### src/rtl/universal_shift_reg_pkg.sv
// Shared mode encodings for the universal shift register and its users.
package shift_reg_defs;

    localparam int unsigned MODE_W = 3;

    localparam logic [MODE_W-1:0] MODE_HOLD  = 3'b000;
    localparam logic [MODE_W-1:0] MODE_SHL   = 3'b001;
    localparam logic [MODE_W-1:0] MODE_SHR   = 3'b010;
    localparam logic [MODE_W-1:0] MODE_ROL   = 3'b011;
    localparam logic [MODE_W-1:0] MODE_ROR   = 3'b100;
    localparam logic [MODE_W-1:0] MODE_LOAD  = 3'b101;
    localparam logic [MODE_W-1:0] MODE_CLEAR = 3'b110;

endpackage

### src/rtl/shift_bit_counter.sv
// Saturating count of valid serial bits; full is derived from the next-state count.
module shift_bit_counter #(
    parameter int unsigned MAX = 4
) (
    input  logic                         clk,
    input  logic                         rst,
    input  logic                         inc,
    input  logic                         set_max,
    input  logic                         clr,
    output logic [$clog2(MAX+1)-1:0]     count,
    output logic                         full
);

    localparam int unsigned CNT_W = $clog2(MAX + 1);

    logic [CNT_W-1:0] count_q, count_d;
    logic             full_q, full_d;

    always_comb begin
        count_d = count_q;
        if (clr) begin
            count_d = '0;
        end else if (set_max) begin
            count_d = CNT_W'(MAX);
        end else if (inc && (count_q != CNT_W'(MAX))) begin
            count_d = count_q + CNT_W'(1);
        end
        full_d = (count_d == CNT_W'(MAX));
    end

    always_ff @(posedge clk) begin
        if (rst) begin
            count_q <= '0;
            full_q  <= 1'b0;
        end else begin
            count_q <= count_d;
            full_q  <= full_d;
        end
    end

    assign count = count_q;
    assign full  = full_q;

endmodule

### src/rtl/universal_shift_reg.sv
// Universal shift register: hold/shift/rotate/load/clear per cycle, with fill tracking.
module universal_shift_reg
    import shift_reg_defs::*;
#(
    parameter int unsigned       WIDTH       = 4,
    parameter logic [WIDTH-1:0]  RESET_VALUE = '0
) (
    input  logic                         clk,
    input  logic                         rst,
    input  logic                         en,
    input  logic [MODE_W-1:0]            mode,
    input  logic                         ser_in_l,
    input  logic                         ser_in_r,
    input  logic [WIDTH-1:0]             par_in,
    output logic [WIDTH-1:0]             out,
    output logic                         ser_out_l,
    output logic                         ser_out_r,
    output logic [$clog2(WIDTH+1)-1:0]   count,
    output logic                         full
);

    logic [WIDTH-1:0] out_q, out_d;
    logic             cnt_inc, cnt_set_max, cnt_clr;

    // Data path and counter controls; reserved mode falls through as hold.
    always_comb begin
        out_d       = out_q;
        cnt_inc     = 1'b0;
        cnt_set_max = 1'b0;
        cnt_clr     = 1'b0;
        if (en) begin
            case (mode)
                MODE_SHL: begin
                    out_d   = {out_q[WIDTH-2:0], ser_in_l};
                    cnt_inc = 1'b1;
                end
                MODE_SHR: begin
                    out_d   = {ser_in_r, out_q[WIDTH-1:1]};
                    cnt_inc = 1'b1;
                end
                MODE_ROL: out_d = {out_q[WIDTH-2:0], out_q[WIDTH-1]};
                MODE_ROR: out_d = {out_q[0], out_q[WIDTH-1:1]};
                MODE_LOAD: begin
                    out_d       = par_in;
                    cnt_set_max = 1'b1;
                end
                MODE_CLEAR: begin
                    out_d   = RESET_VALUE;
                    cnt_clr = 1'b1;
                end
                default: out_d = out_q;
            endcase
        end
    end

    always_ff @(posedge clk) begin
        if (rst) begin
            out_q <= RESET_VALUE;
        end else begin
            out_q <= out_d;
        end
    end

    shift_bit_counter #(
        .MAX (WIDTH)
    ) u_counter (
        .clk     (clk),
        .rst     (rst),
        .inc     (cnt_inc),
        .set_max (cnt_set_max),
        .clr     (cnt_clr),
        .count   (count),
        .full    (full)
    );

    assign out       = out_q;
    assign ser_out_l = out_q[WIDTH-1];
    assign ser_out_r = out_q[0];

endmodule

### config.mk
export PLATFORM = sky130hd
export DESIGN_NAME = universal_shift_reg
export DESIGN_NICKNAME = d
export VERILOG_FILES = /design/src/rtl/universal_shift_reg_pkg.sv /design/src/rtl/shift_bit_counter.sv /design/src/rtl/universal_shift_reg.sv
export SDC_FILE = /design/constraint.sdc
export NUM_CORES = 1
export LEC_CHECK = 0
export ABC_AREA = 1
export CORE_MARGIN = 3
export CORE_UTILIZATION = 42
export DETAILED_ROUTE_END_ITERATION = 12
export HOLD_SLACK_MARGIN = 0.08
export PLACE_DENSITY = 0.73
export SYNTH_ARGS = -nofsm -noshare
export SYNTH_HDL_FRONTEND = slang
export SYNTH_SLANG_ARGS = --single-unit
### constraint.sdc
create_clock -name clk -period 2.15 [get_ports clk]
set_clock_uncertainty 0.1 [all_clocks]
set_input_delay 0.43 -clock clk [delete_from_list [all_inputs] [get_ports clk]]
set_output_delay 0.43 -clock clk [all_outputs]
set_load 0.02 [all_outputs]
==> flow_summary.yaml <==
cells_and_area:
  layout-drive-gt1-share_pct: 12.1
  nets: 140
  area.growth.synth_to_final_pct: 32.5
  post-route-cell-area_um2: 852
  antenna_cells: 0
  final_util_pct: 62.4
worst_hold_path:
  hp-class: "register to register"
logic_synthesis:
  synthCells: 105
  synth_ff_type: "dfxtp_1"
  syn_nets: 119
  yosys.area.top_type: "dfxtp_1"
  ys_seq_area_share_pct: 24.9
  ys_ff_latch: 8
  yosysUniqueCellTypes: 18
  synth.most_common_cell: "nand2_1"
  synth.avg_cell_area_um2: 6.12
  syn_area_um2: 643
  synth-async-reset-ratio_pct: 0
  yosys-top-cells-count: "34 x nand2_1, 13 x inv_1, 12 x nand3_1, 12 x nor2_1, 8 x dfxtp_1"
  synth_top_area_share_pct: 24.9
  ys_warn_count: 0
  synth-edff-count: 0
  netlist_top_cells_area: "dfxtp_1 25%, nand2_1 20%, nand3_1 9.3%"
detailed_routing:
  viasPerCell: 4.81
  ant_nets: 0
  drc: 0
  firstDrtPassIters: 4
  post_drt_wl_per_cell_um: 10.9
  vias: 668
  drt_iter0_drc: 19
  drt_wl_total_um: 1520
die:
  die_w_um: 45.1
  die_area_um2: 2040
  start_util_pct: 47.1
  fp.coreArea_um2: 1370
  row_count: 13
  io_pins: 22
  die_h_um: 45.1
sta:
  fmax_ghz: 0.533
  whs_ns: 0.455
  min_period_over_period_pct: 87.3
  grt_setup_unrepaired: "no"
  maxSlewViolCount: 0
  period_minus_slack_ns: 1.88
  worst_pin_slew_ns: 0.387
  relSlewSlack_pct: 74.0
  finalSetupTns_ns: 0
  setup_violations: 0
  finalHoldViolCount: 0
worst_setup_path:
  worstSetupEndpointType: "output port"
  cp-start-kind: "register"
  crit_family: "buffers and inverters"
  worstPathRequired_ns: 1.62
  cp_max_fo: 5
  path_class: "register to output port"
  path_cells: "clkdlybuf4s50_1"
  cp_slowest_stage_delay_ns: 0.65
  crit_slowest_cell: "clkdlybuf4s50_1"
  critical_path_buf_inv_count: 1
  worstPathArrival_ns: 1.35
placed_design:
  hpwl_um: 1190
  dpl_cell_area_um2: 830
  port_buffers: 21
  globalplace.congestion: 0.891
global_routing:
  grt.met3_usage_pct: 2.39
  grt_util_met2_pct: 22.9
  grt_max_degree: 10
  grtUsageTotal_pct: 16.8
  overflow: 0
  use_met1_pct: 24.3
  top_usage_layer: "met1"
  grt_pass1_vias: 607
  grt_pass1_wl_um: 2480
  antenna_found_initial: 0
power_and_ir_drop:
  ir_drop_uv: 348
  leakage_nw: 0.418
  cellPowerDensity_nw_per_um2: 501
cts:
  htree_levels: 1
  clkSlewWorstSetupHoldPaths_ns: 0.05
  cts_tree: "done"
  clockBufferDepth: 2
  numCtsBuffers: 3
  clkLatencyLatePin_ns: 0.25
  cts_sinks: 8
  ctsResizeCount: 0
  cts_hold_buf: 0
  cts_setup_buffers: 0
  cts-root-buf: "clkbuf_4"
job:
  drv_cap: 0
outcome:
  status: "completed"
## final timing paths
kind,from,to,slack [ns],depth (start not counted)
setup / recovery,u_counter.count[2]$_SDFF_PP0_,count[2],0.27,1
setup reg to reg,u_counter.count[0]$_SDFF_PP0_,u_counter.full$_SDFF_PP0_,0.70,8
hold / removal,out[2]$_SDFFE_PP0P_,out[2]$_SDFFE_PP0P_,0.45,4
hold reg to reg,out[2]$_SDFFE_PP0P_,out[2]$_SDFFE_PP0P_,0.45,4
## registers in the layout, indices dropped and copies added (netlist names)
name	count
out	4
u_counter.count	3
u_counter.full	1
## cell usage in the layout, fill, tap and decap left out, types with 2 or more instances in the layout
master           instances
nand3_1                 12
nand2_2                  4
dfxtp_1                  8
nor2_2                   2
nand2_1                 34
inv_1                   13
ha_1                     2
clkdlybuf4s50_1         21
nor2_1                  12
inv_2                    3
clkbuf_4                 3
nand4_1                  5
## logic make-up after synthesis
| family | share of synthesized area, % |
|---|---|
| adders and majority gates | 3.89 |
| buffers and inverters | 16.0 |
| and+or+nand+nor | 50.4 |
| AOI/OAI and AO/OA | 4.86 |
| DFF | 24.9 |
## per-layer routing
layer / vias to the layer above / routed length [µm]
li1: 366 / -
met1: 284 / 808
met2: 16 / 626
met3: 2 / 57
met4: 0 / 22
met5: - / 0
## stage by stage
step                std cells  setup slack (ns)  total power (W)
global route              139             0.215         0.000462
finish                    139             0.274         0.000427
CTS                       139             0.258         0.000435
global placement          136             0.210         0.000314
detailed placement        136             0.180         0.000315
floorplan                 105             0.685         0.000263
## final cells by class
type / count / area, µm²
inverters: 16 / 60.1
fillers: 136 / 514
well taps: 15 / 18.8
flip-flops and latches: 8 / 160
multi-input cells: 76 / 380
clock buffers: 3 / 22.5
repair buffers: 21 / 210
## report_power, final
part           leakage, nW  internal [W]  total, W  switching (W)
Sequential          0.0656      0.000159  0.000169      0.0000105
Clock               0.0138     0.0000638  0.000114      0.0000506
Combinational        0.339     0.0000655  0.000143      0.0000780
Total                0.418      0.000288  0.000427       0.000139
## worst min-delay path: stages, from the launching register on
cell and delay (ns):
dfxtp_1 0.33, inv_1 0.06, nand2_1 0.05, nand2_1 0.05, nor2_1 0.03
No activity file was read; power rests on OpenSTA's default activity.
